File: src/rtl/riscv_cpu_pkg.sv
// riscv_cpu_pkg: shared CPU definitions.
//   DATA_WIDTH / ALU_OP_WIDTH  datapath and ALU opcode widths
//   ALU_*                      ALU opcodes
//   ALU_ARB_MAX_REQ            upper bound on requesters sharing the ALU
//   alu_arb_state_e            ALU arbiter FSM states
//   arb_idx_w()                requester index width (never below 1)
package riscv_cpu_pkg;

  localparam int unsigned DATA_WIDTH   = 32;
  localparam int unsigned ALU_OP_WIDTH = 4;

  localparam logic [ALU_OP_WIDTH-1:0] ALU_ADD  = 4'd0;
  localparam logic [ALU_OP_WIDTH-1:0] ALU_SUB  = 4'd1;
  localparam logic [ALU_OP_WIDTH-1:0] ALU_SLL  = 4'd2;
  localparam logic [ALU_OP_WIDTH-1:0] ALU_SLT  = 4'd3;
  localparam logic [ALU_OP_WIDTH-1:0] ALU_SLTU = 4'd4;
  localparam logic [ALU_OP_WIDTH-1:0] ALU_XOR  = 4'd5;
  localparam logic [ALU_OP_WIDTH-1:0] ALU_SRL  = 4'd6;
  localparam logic [ALU_OP_WIDTH-1:0] ALU_SRA  = 4'd7;
  localparam logic [ALU_OP_WIDTH-1:0] ALU_OR   = 4'd8;
  localparam logic [ALU_OP_WIDTH-1:0] ALU_AND  = 4'd9;

  localparam int unsigned ALU_ARB_MAX_REQ = 8;

  typedef enum logic {ARB_IDLE, ARB_RESP} alu_arb_state_e;

  function automatic int unsigned arb_idx_w(input int unsigned n);
    return (n > 1) ? $clog2(n) : 1;
  endfunction

endpackage

File: src/rtl/alu_rr_picker.sv
// alu_rr_picker: combinational request picker for alu_arbiter.
//   valid       per-requester request valid
//   last_grant  index of the most recent grant (round-robin origin)
//   grant       one-hot grant (zero when nothing is valid)
//   idx         index of the granted requester
//   any_grant   some requester is granted
// Build option ALU_ARB_FIXED_PRIO_EN: lowest index wins and last_grant is ignored.
module alu_rr_picker
  import riscv_cpu_pkg::*;
#(
  parameter  int unsigned NUM_REQ = 2,
  localparam int unsigned IDX_W   = arb_idx_w(NUM_REQ)
) (
  input  logic [NUM_REQ-1:0] valid,
  input  logic [IDX_W-1:0]   last_grant,
  output logic [NUM_REQ-1:0] grant,
  output logic [IDX_W-1:0]   idx,
  output logic               any_grant
);

`ifdef ALU_ARB_FIXED_PRIO_EN
  logic unused_last_grant;
  assign unused_last_grant = ^last_grant;

  always_comb begin
    grant     = '0;
    idx       = '0;
    any_grant = 1'b0;
    for (int unsigned i = 0; i < NUM_REQ; i++) begin
      if (!any_grant && (|(valid & (NUM_REQ'(1) << i)))) begin
        any_grant = 1'b1;
        idx       = IDX_W'(i);
        grant     = NUM_REQ'(1) << i;
      end
    end
  end
`else
  int unsigned cand;

  // Search starts one past the last winner and wraps, so the previous
  // winner is considered last.
  always_comb begin
    grant     = '0;
    idx       = '0;
    any_grant = 1'b0;
    cand      = 0;
    for (int unsigned k = 1; k <= NUM_REQ; k++) begin
      cand = (32'(last_grant) + k) % NUM_REQ;
      if (!any_grant && (|(valid & (NUM_REQ'(1) << cand)))) begin
        any_grant = 1'b1;
        idx       = IDX_W'(cand);
        grant     = NUM_REQ'(1) << cand;
      end
    end
  end
`endif

endmodule

File: src/rtl/alu_arbiter.sv
// alu_arbiter: shares one external combinational ALU between NUM_REQ requesters.
//   clk_i, rst_i (async, active-high), flush_i (drops any held result)
//   req_valid_i/req_ready_o, req_a_i/req_b_i/req_op_i  request channels
//   resp_valid_o/resp_ready_i, resp_data_o             response channels
//   alu_a_o/alu_b_o/alu_op_o -> ALU, alu_data_i <- ALU
//   busy_o                                             a result is held
// Build option ALU_ARB_FIXED_PRIO_EN: fixed lowest-index priority, no rr pointer.
module alu_arbiter
  import riscv_cpu_pkg::*;
#(
  parameter  int unsigned NUM_REQ = 2,
  localparam int unsigned IDX_W   = arb_idx_w(NUM_REQ)
) (
  input  logic                                    clk_i,
  input  logic                                    rst_i,
  input  logic                                    flush_i,
  input  logic [NUM_REQ-1:0]                      req_valid_i,
  output logic [NUM_REQ-1:0]                      req_ready_o,
  input  logic [NUM_REQ-1:0][DATA_WIDTH-1:0]      req_a_i,
  input  logic [NUM_REQ-1:0][DATA_WIDTH-1:0]      req_b_i,
  input  logic [NUM_REQ-1:0][ALU_OP_WIDTH-1:0]    req_op_i,
  output logic [NUM_REQ-1:0]                      resp_valid_o,
  input  logic [NUM_REQ-1:0]                      resp_ready_i,
  output logic [DATA_WIDTH-1:0]                   resp_data_o,
  output logic [DATA_WIDTH-1:0]                   alu_a_o,
  output logic [DATA_WIDTH-1:0]                   alu_b_o,
  output logic [ALU_OP_WIDTH-1:0]                 alu_op_o,
  input  logic [DATA_WIDTH-1:0]                   alu_data_i,
  output logic                                    busy_o
);

  alu_arb_state_e          state_q, state_d;
  logic [IDX_W-1:0]        owner_q, owner_d;
  logic [DATA_WIDTH-1:0]   result_q, result_d;
  logic [IDX_W-1:0]        pick_last;
  logic [NUM_REQ-1:0]      pick_grant;
  logic [IDX_W-1:0]        pick_idx;
  logic                    pick_any;
  logic                    resp_hs;
  logic                    arb_en;
  logic                    grant_hs;

`ifdef ALU_ARB_FIXED_PRIO_EN
  assign pick_last = '0;
`else
  logic [IDX_W-1:0] last_grant_q, last_grant_d;
  assign pick_last = last_grant_q;
`endif

  alu_rr_picker #(.NUM_REQ(NUM_REQ)) u_picker (
    .valid      (req_valid_i),
    .last_grant (pick_last),
    .grant      (pick_grant),
    .idx        (pick_idx),
    .any_grant  (pick_any)
  );

  always_ff @(posedge clk_i or posedge rst_i) begin
    if (rst_i) begin
      state_q  <= ARB_IDLE;
      owner_q  <= '0;
      result_q <= '0;
    end else begin
      state_q  <= state_d;
      owner_q  <= owner_d;
      result_q <= result_d;
    end
  end

`ifndef ALU_ARB_FIXED_PRIO_EN
  always_ff @(posedge clk_i or posedge rst_i) begin
    if (rst_i) begin
      last_grant_q <= IDX_W'(NUM_REQ - 1);
    end else begin
      last_grant_q <= last_grant_d;
    end
  end
`endif

  // A new grant is allowed while idle, or in the same cycle the owner takes
  // its result so back-to-back ops see no bubble. Flush and reset block it.
  always_comb begin
    resp_hs  = (state_q == ARB_RESP) && !flush_i && resp_ready_i[owner_q];
    arb_en   = !rst_i && !flush_i && ((state_q == ARB_IDLE) || resp_hs);
    grant_hs = arb_en && pick_any;

    req_ready_o = grant_hs ? pick_grant : '0;
    alu_a_o     = grant_hs ? req_a_i[pick_idx]  : '0;
    alu_b_o     = grant_hs ? req_b_i[pick_idx]  : '0;
    alu_op_o    = grant_hs ? req_op_i[pick_idx] : ALU_ADD;

    resp_valid_o = ((state_q == ARB_RESP) && !flush_i) ? (NUM_REQ'(1) << owner_q) : '0;
    resp_data_o  = (state_q == ARB_RESP) ? result_q : '0;
    busy_o       = (state_q == ARB_RESP);

    state_d  = state_q;
    owner_d  = owner_q;
    result_d = result_q;
`ifndef ALU_ARB_FIXED_PRIO_EN
    last_grant_d = last_grant_q;
`endif

    if (flush_i) begin
      state_d = ARB_IDLE;
    end else if (grant_hs) begin
      state_d  = ARB_RESP;
      owner_d  = pick_idx;
      result_d = alu_data_i;
`ifndef ALU_ARB_FIXED_PRIO_EN
      last_grant_d = pick_idx;
`endif
    end else if (resp_hs) begin
      state_d = ARB_IDLE;
    end
  end

endmodule

File: config.mk
export PLATFORM = sky130hd
export DESIGN_NAME = alu_arbiter
export DESIGN_NICKNAME = d
export VERILOG_FILES = /design/src/rtl/riscv_cpu_pkg.sv /design/src/rtl/alu_rr_picker.sv /design/src/rtl/alu_arbiter.sv
export SDC_FILE = /design/constraint.sdc
export NUM_CORES = 1
export LEC_CHECK = 0
export CAP_MARGIN = 20
export CORE_AREA = 5 5 104 106
export CTS_CLUSTER_SIZE = 30
export DETAILED_ROUTE_END_ITERATION = 16
export DIE_AREA = 0 0 109 111
export PLACE_DENSITY = 0.83
export SLEW_MARGIN = 10
export SYNTH_ARGS = -nofsm -noshare
export SYNTH_HDL_FRONTEND = slang
export SYNTH_SLANG_ARGS = --single-unit
File: constraint.sdc
create_clock -name clk_i -period 3.3 [get_ports clk_i]
set_clock_uncertainty 0.1 [all_clocks]
set_input_delay 0.99 -clock clk_i [delete_from_list [all_inputs] [get_ports clk_i]]
set_output_delay 0.99 -clock clk_i [all_outputs]
set_load 0.01 [all_outputs]
==> results of run 1 <==
## final cells by class
class                      count  area share (%)
sequential                    35            14.5
multi-input combinational    284            26.9
timing repair buffer         330            53.7
antenna                        1          0.0414
inverter                       3           0.186
clock inverter                 2           0.641
clock buffer                   6            1.36
tap                          133            2.75
## registers in the layout, indices dropped and copies added (netlist names)
name	count
owner_q	1
busy_o	1
last_grant_q	1
result_q	32
## cells in the final DEF, fill, tap and decap left out, types with 3 or more instances in the layout
cell	count
a21oi_1	53
a21oi_2	15
and2_1	32
buf_12	12
buf_16	8
buf_2	68
buf_4	24
buf_6	5
bufbuf_16	3
clkbuf_8	6
clkdlybuf4s15_2	4
clkdlybuf4s50_1	203
dfrtp_1	34
inv_1	3
mux2_1	6
mux2_2	25
mux2_4	3
nand2_1	136
nor2_1	3
## stage by stage
step / cells / setup slack [ps] / hold WS (ps) / cell area, sq um
after detailed placement: 757 / -738 / 374 / 5670
after global routing: 794 / 2.15 / 412 / 6050
after global placement: 757 / -667 / 368 / 5670
after CTS: 792 / -32.6 / 391 / 6040
after floorplan: 351 / 277 / 356 / 2630
final: 794 / 37.8 / 389 / 6050
## worst paths after layout
check	slack (ps)	from	depth (start not counted)	endpoint
min reg2reg	390	result_q[29]	1	result_q[29]
max in group asynchronous	1900	rst_i	3	last_grant_q
max	40	resp_ready_i[0]	8	alu_a_o[26]
max reg2reg	1160	owner_q	6	result_q[21]
min	390	result_q[29]	1	result_q[29]
min in group asynchronous	520	rst_i	2	result_q[7]
## synthesized netlist by cell type
| cell type | n | area share, % |
|---|---|---|
| mux2_2 | 25 | 11 |
| and2_1 | 32 | 7.6 |
| or2_2 | 1 | 0.24 |
| nor3_1 | 2 | 0.38 |
| o211ai_4 | 1 | 0.81 |
| mux2_1 | 6 | 2.6 |
| a31o_2 | 1 | 0.33 |
| clkbuf_1 | 18 | 2.6 |
| dfstp_2 | 1 | 1.0 |
| a21bo_2 | 1 | 0.38 |
| nor2_1 | 3 | 0.43 |
| a21boi_1 | 1 | 0.29 |
| o211ai_1 | 1 | 0.29 |
| nand2b_1 | 1 | 0.24 |
| a21oi_1 | 68 | 13 |
| a22oi_1 | 1 | 0.29 |
| o31ai_1 | 1 | 0.29 |
| inv_1 | 3 | 0.43 |
| nand2_1 | 136 | 19 |
| buf_6 | 11 | 4.7 |
| dfrtp_1 | 34 | 32 |
| mux2_4 | 3 | 1.7 |
## layer usage
layer / routed length, um / up-vias / track usage [%]
li1: - / 1771 / -
met1: 5400 / 1681 / 26.9
met2: 7260 / 208 / 40.4
met3: 1750 / 28 / 8.33
met4: 354 / 4 / 7.66
met5: 36 / - / 0
## what timing repair did
action	4_1_cts	5_1_grt
pin swaps	4	1
buffers inserted	16	2
endpoints found under the setup margin	72	58
hold buffers	0	0
cloned	12	0
hold endpoints to repair	0	0
resized for setup	317	16
## cells by family after synthesis
logic type	share of synthesized area (%)
AOI/OAI and AO/OA	15.6
buffers and inverters	7.71
DFF	33.4
muxes	15.0
and+or+nand+nor	28.3
## where the power goes
group / switching (mW) / total, mW / internal, mW / leakage [nW]
combinational: 0.348 / 0.909 / 0.560 / 2.30
sequential: 0.0472 / 0.569 / 0.522 / 0.414
clock: 0.163 / 0.411 / 0.248 / 0.0618
==> impl_metrics.py, run 1 <==
metrics = {
    "cells_and_area": {
        "multi_input_area_sq_mm": 0.00163,
        "fin_util_pct": 62.5,
        "fillers": 809,
        "syn_to_final_growth_pct": 130,
        "nNetsFinal": 834,
        "regArea_sq_um": 877,
        "final_layout_size_suffix_gt1_share_pct": 27.9,
    },
    "logic_synthesis": {
        "syn_nets": 526,
        "synthDistinctLibCells": 22,
        "synth.yosys.warnings": 0,
        "syn-cell-area_sq_mm": 0.00263,
        "ys_seq_area_share_pct": 33.4,
        "synth.avg_cell_area_sq_um": 7.49,
        "syn_inst": 351,
        "yosys_register_bits": 35,
    },
    "route": {
        "via_per_inst": 4.65,
        "drtIter0Drc": 263,
        "first_pass_iters": 4,
        "drt.antenna.violating_nets": 0,
        "post_drt_wl_per_cell_um": 18.6,
        "vias": 3692,
        "wl_um": 14800,
        "drc": 0,
    },
    "die": {
        "die_h_um": 111,
        "die_w_um": 109,
        "dieArea_sq_mm": 0.0121,
        "row_count": 36,
        "io_pins": 280,
        "core_area_sq_mm": 0.00968,
        "initial_core_util_pct": 27.1,
    },
    "placement": {
        "place_congestion": 0.824,
        "hpwl_um": 11000,
        "port_buffers": 279,
    },
    "clocking": {
        "clk_pin_slew_ps": 80,
        "clock_latency_ps": 280,
        "cts_inserted_buffers": 5,
        "cts.sinks": 35,
        "clockBufferDepth": 2,
        "cts_root_buffer": "clkbuf_8",
        "htreeDepth": 2,
        "cts_tree": "done",
    },
    "sta": {
        "min_period_ps": 3260,
        "max_freq_mhz": 307,
        "slew_violations": 0,
        "slew_headroom_pct": 74.7,
        "post-route-period-util_pct": 98.9,
        "hold_viol": 0,
        "grt_setup_unrepaired": "no",
        "tightest_slew_ps": 380,
        "setup_tns_ps": 0,
        "setup_viol": 0,
    },
    "setup_path": {
        "cp.arrival_ps": 2170,
        "criticalPathCategory": "in2out",
        "crit_family": "buffers and inverters",
        "crit_path_cell_trace": "buf_6 -> mux2_4 -> o211ai_4 -> buf_12 -> buf_12 -> buf_16 -> a21oi_1 -> buf_2",
        "crit_path_top_delay_cell": "mux2_4",
        "critPathBufInv": 5,
        "critPathRequiredTime_ps": 2210,
        "cp_max_fo": 6,
        "cp-end-kind": "output pin",
        "cpMostUsedCell": "buf_12",
        "crit_path_start_kind": "input port",
        "critPathMaxStageDelay_ps": 280,
    },
    "outcome": {
        "status": "complete, no violations",
    },
    "pwr": {
        "p_leak_nw": 2.77,
        "p_per_area_mw_per_mm2": 312,
        "peakVddDrop_uv": 285,
        "p_total_mw": 1.89,
    },
    "global_routing": {
        "grt_pass1_wl_um": 22000,
        "antenna_found_initial": 3,
        "overflow": 0,
        "track_usage_pct": 23.6,
        "grt_max_degree": 35,
        "grt_pass1_vias": 3930,
    },
    "worst_hold_path": {
        "hold_class": "reg2reg",
    },
    "job": {
        "drv_cap": 0,
    },
}
Note: power is estimated with default switching activity, not from simulation.
==> run 2, diff against run 1 <==
SKIP_LAST_GASP = 1   (was unset)
==> run 2 against run 1 <==
  * Global-route usage did not move
  * Hold slack is the same
  * Combinational power about the same
  * Sequential power barely moved
  * Critical path type unchanged
  * Critical endpoint is now alu_op_o[0]
  * Largest power group unchanged
  * Highest routed layer unchanged
==> impl_metrics.py, run 2 (synthesis results as in run 1) <==
metrics = {
    "cells_and_area": {
        "final_common_cell": "clkdlybuf4s50_1",
        "nNetsFinal": 834,
        "top_register": "result_q",
        "fillers": 810,
        "largest_register_ffs": 32,
        "multi_input_area_sq_mm": 0.00162,
        "regArea_sq_um": 877,
        "mostFrequentLayoutCells": "clkdlybuf4s50_1 (203), nand2_1 (136), buf_2 (68)",
        "final_layout_size_suffix_gt1_share_pct": 27.6,
        "syn_to_final_growth_pct": 130,
    },
    "clocking": {
        "clockBufferDepth": 2,
        "cts_inserted_buffers": 5,
        "htreeDepth": 2,
        "cts_root_buffer": "clkbuf_8",
        "cts.sinks": 35,
        "clock_latency_ps": 280,
        "cts_tree": "done",
        "clk_pin_slew_ps": 80,
    },
    "setup_path": {
        "cpMostUsedCell": "buf_12",
        "critPathMaxStageDelay_ps": 280,
        "crit_family": "buffers and inverters",
        "crit_path_top_delay_cell": "mux2_4",
        "worstRegToRegCells": 7,
        "critPathBufInv": 5,
        "critPathRequiredTime_ps": 2210,
        "cp.arrival_ps": 2180,
        "crit_path_start_kind": "input port",
        "cp-end-kind": "output pin",
        "crit_path_cell_trace": "buf_6 -> mux2_4 -> o211ai_4 -> buf_12 -> buf_12 -> buf_12 -> a21oi_1 -> buf_2",
        "criticalPathCategory": "in2out",
        "cp_max_fo": 7,
        "critical_path_depth": 8,
    },
    "sta": {
        "max_freq_mhz": 306,
        "setup_tns_ps": 0,
        "setup_viol": 0,
        "hold_slack_ps": 389,
        "min_period_ps": 3270,
        "slew_violations": 0,
        "grt_setup_unrepaired": "yes",
        "post-route-period-util_pct": 99.2,
        "tightest_slew_ps": 380,
        "hold_viol": 0,
        "slew_headroom_pct": 74.7,
    },
    "die": {
        "die_w_um": 109,
        "dieArea_sq_mm": 0.0121,
        "die_h_um": 111,
        "row_count": 36,
        "initial_core_util_pct": 27.1,
        "io_pins": 280,
        "core_area_sq_mm": 0.00968,
    },
    "placement": {
        "hpwl_um": 11000,
        "place_congestion": 0.824,
        "port_buffers": 279,
    },
    "global_routing": {
        "track_usage_pct": 23.6,
        "antenna_found_initial": 3,
        "grt_pass1_wl_um": 22000,
        "overflow": 0,
        "grt_max_degree": 35,
        "grt_pass1_vias": 3930,
    },
    "route": {
        "vias": 3677,
        "drtIter0Drc": 272,
        "post_drt_wl_per_cell_um": 18.6,
        "drc": 0,
        "wl_um": 14800,
        "first_pass_iters": 4,
        "via_per_inst": 4.63,
        "drt.antenna.violating_nets": 0,
    },
    "pwr": {
        "p_total_mw": 1.89,
        "p_leak_nw": 2.77,
        "p_per_area_mw_per_mm2": 313,
        "peakVddDrop_uv": 285,
    },
    "outcome": {
        "status": "complete, no violations",
    },
    "worst_hold_path": {
        "holdPathStages": 1,
        "hold_class": "reg2reg",
    },
    "job": {
        "drv_cap": 0,
    },
}
## run 2: routing by layer
metal	global-route usage, %	share of wire (%)	wire length [um]
met1	26.9	36	5380
met2	40.4	49	7320
met3	8.33	12	1710
met4	7.66	2.3	343
met5	0	0.24	36
## run 2: final timing paths
kind	startpoint	end	slack, ps
setup / recovery	resp_ready_i[0]	alu_op_o[0]	30
hold / removal	result_q[29]	result_q[29]	390
setup reg to reg	owner_q	result_q[13]	1160
hold reg to reg	result_q[29]	result_q[29]	390
max in group asynchronous	rst_i	last_grant_q	1900
min in group asynchronous	rst_i	result_q[7]	520
## run 2: timing repair
| item | CTS | global route |
|---|---|---|
| pin swaps | 4 | 1 |
| setup buffers | 16 | 2 |
| endpoints found under the setup margin | 72 | 58 |
| hold buffers | 0 | 0 |
| gates cloned | 12 | 0 |
| resized for setup | 317 | 13 |
## run 2: area by class of cell
| type | instances | share of cell area, % |
|---|---|---|
| Clock inverter | 2 | 0.642 |
| Multi-Input combinational cell | 284 | 26.8 |
| Sequential cell | 35 | 14.5 |
| Timing Repair Buffer | 330 | 53.7 |
| Inverter | 3 | 0.186 |
| Antenna cell | 1 | 0.0414 |
| Clock buffer | 6 | 1.37 |
| Tap cell | 133 | 2.76 |
## run 2: where the power goes
group          internal, mW  switching, mW  total, mW
sequential            0.522         0.0472      0.569
combinational         0.560          0.348      0.907
clock                 0.248          0.163      0.411
## run 2: through the flow
stage	area (sq um)	setup slack, ps	utilization [%]	cells
2_1_floorplan	2630	277	-	351
3_3_place_gp	5670	-667	58.5	757
3_5_place_dp	5670	-738	58.5	757
4_1_cts	6040	-32.6	62.3	792
5_1_grt	6040	-13.6	62.4	794
6_report	6040	27.4	62.4	794
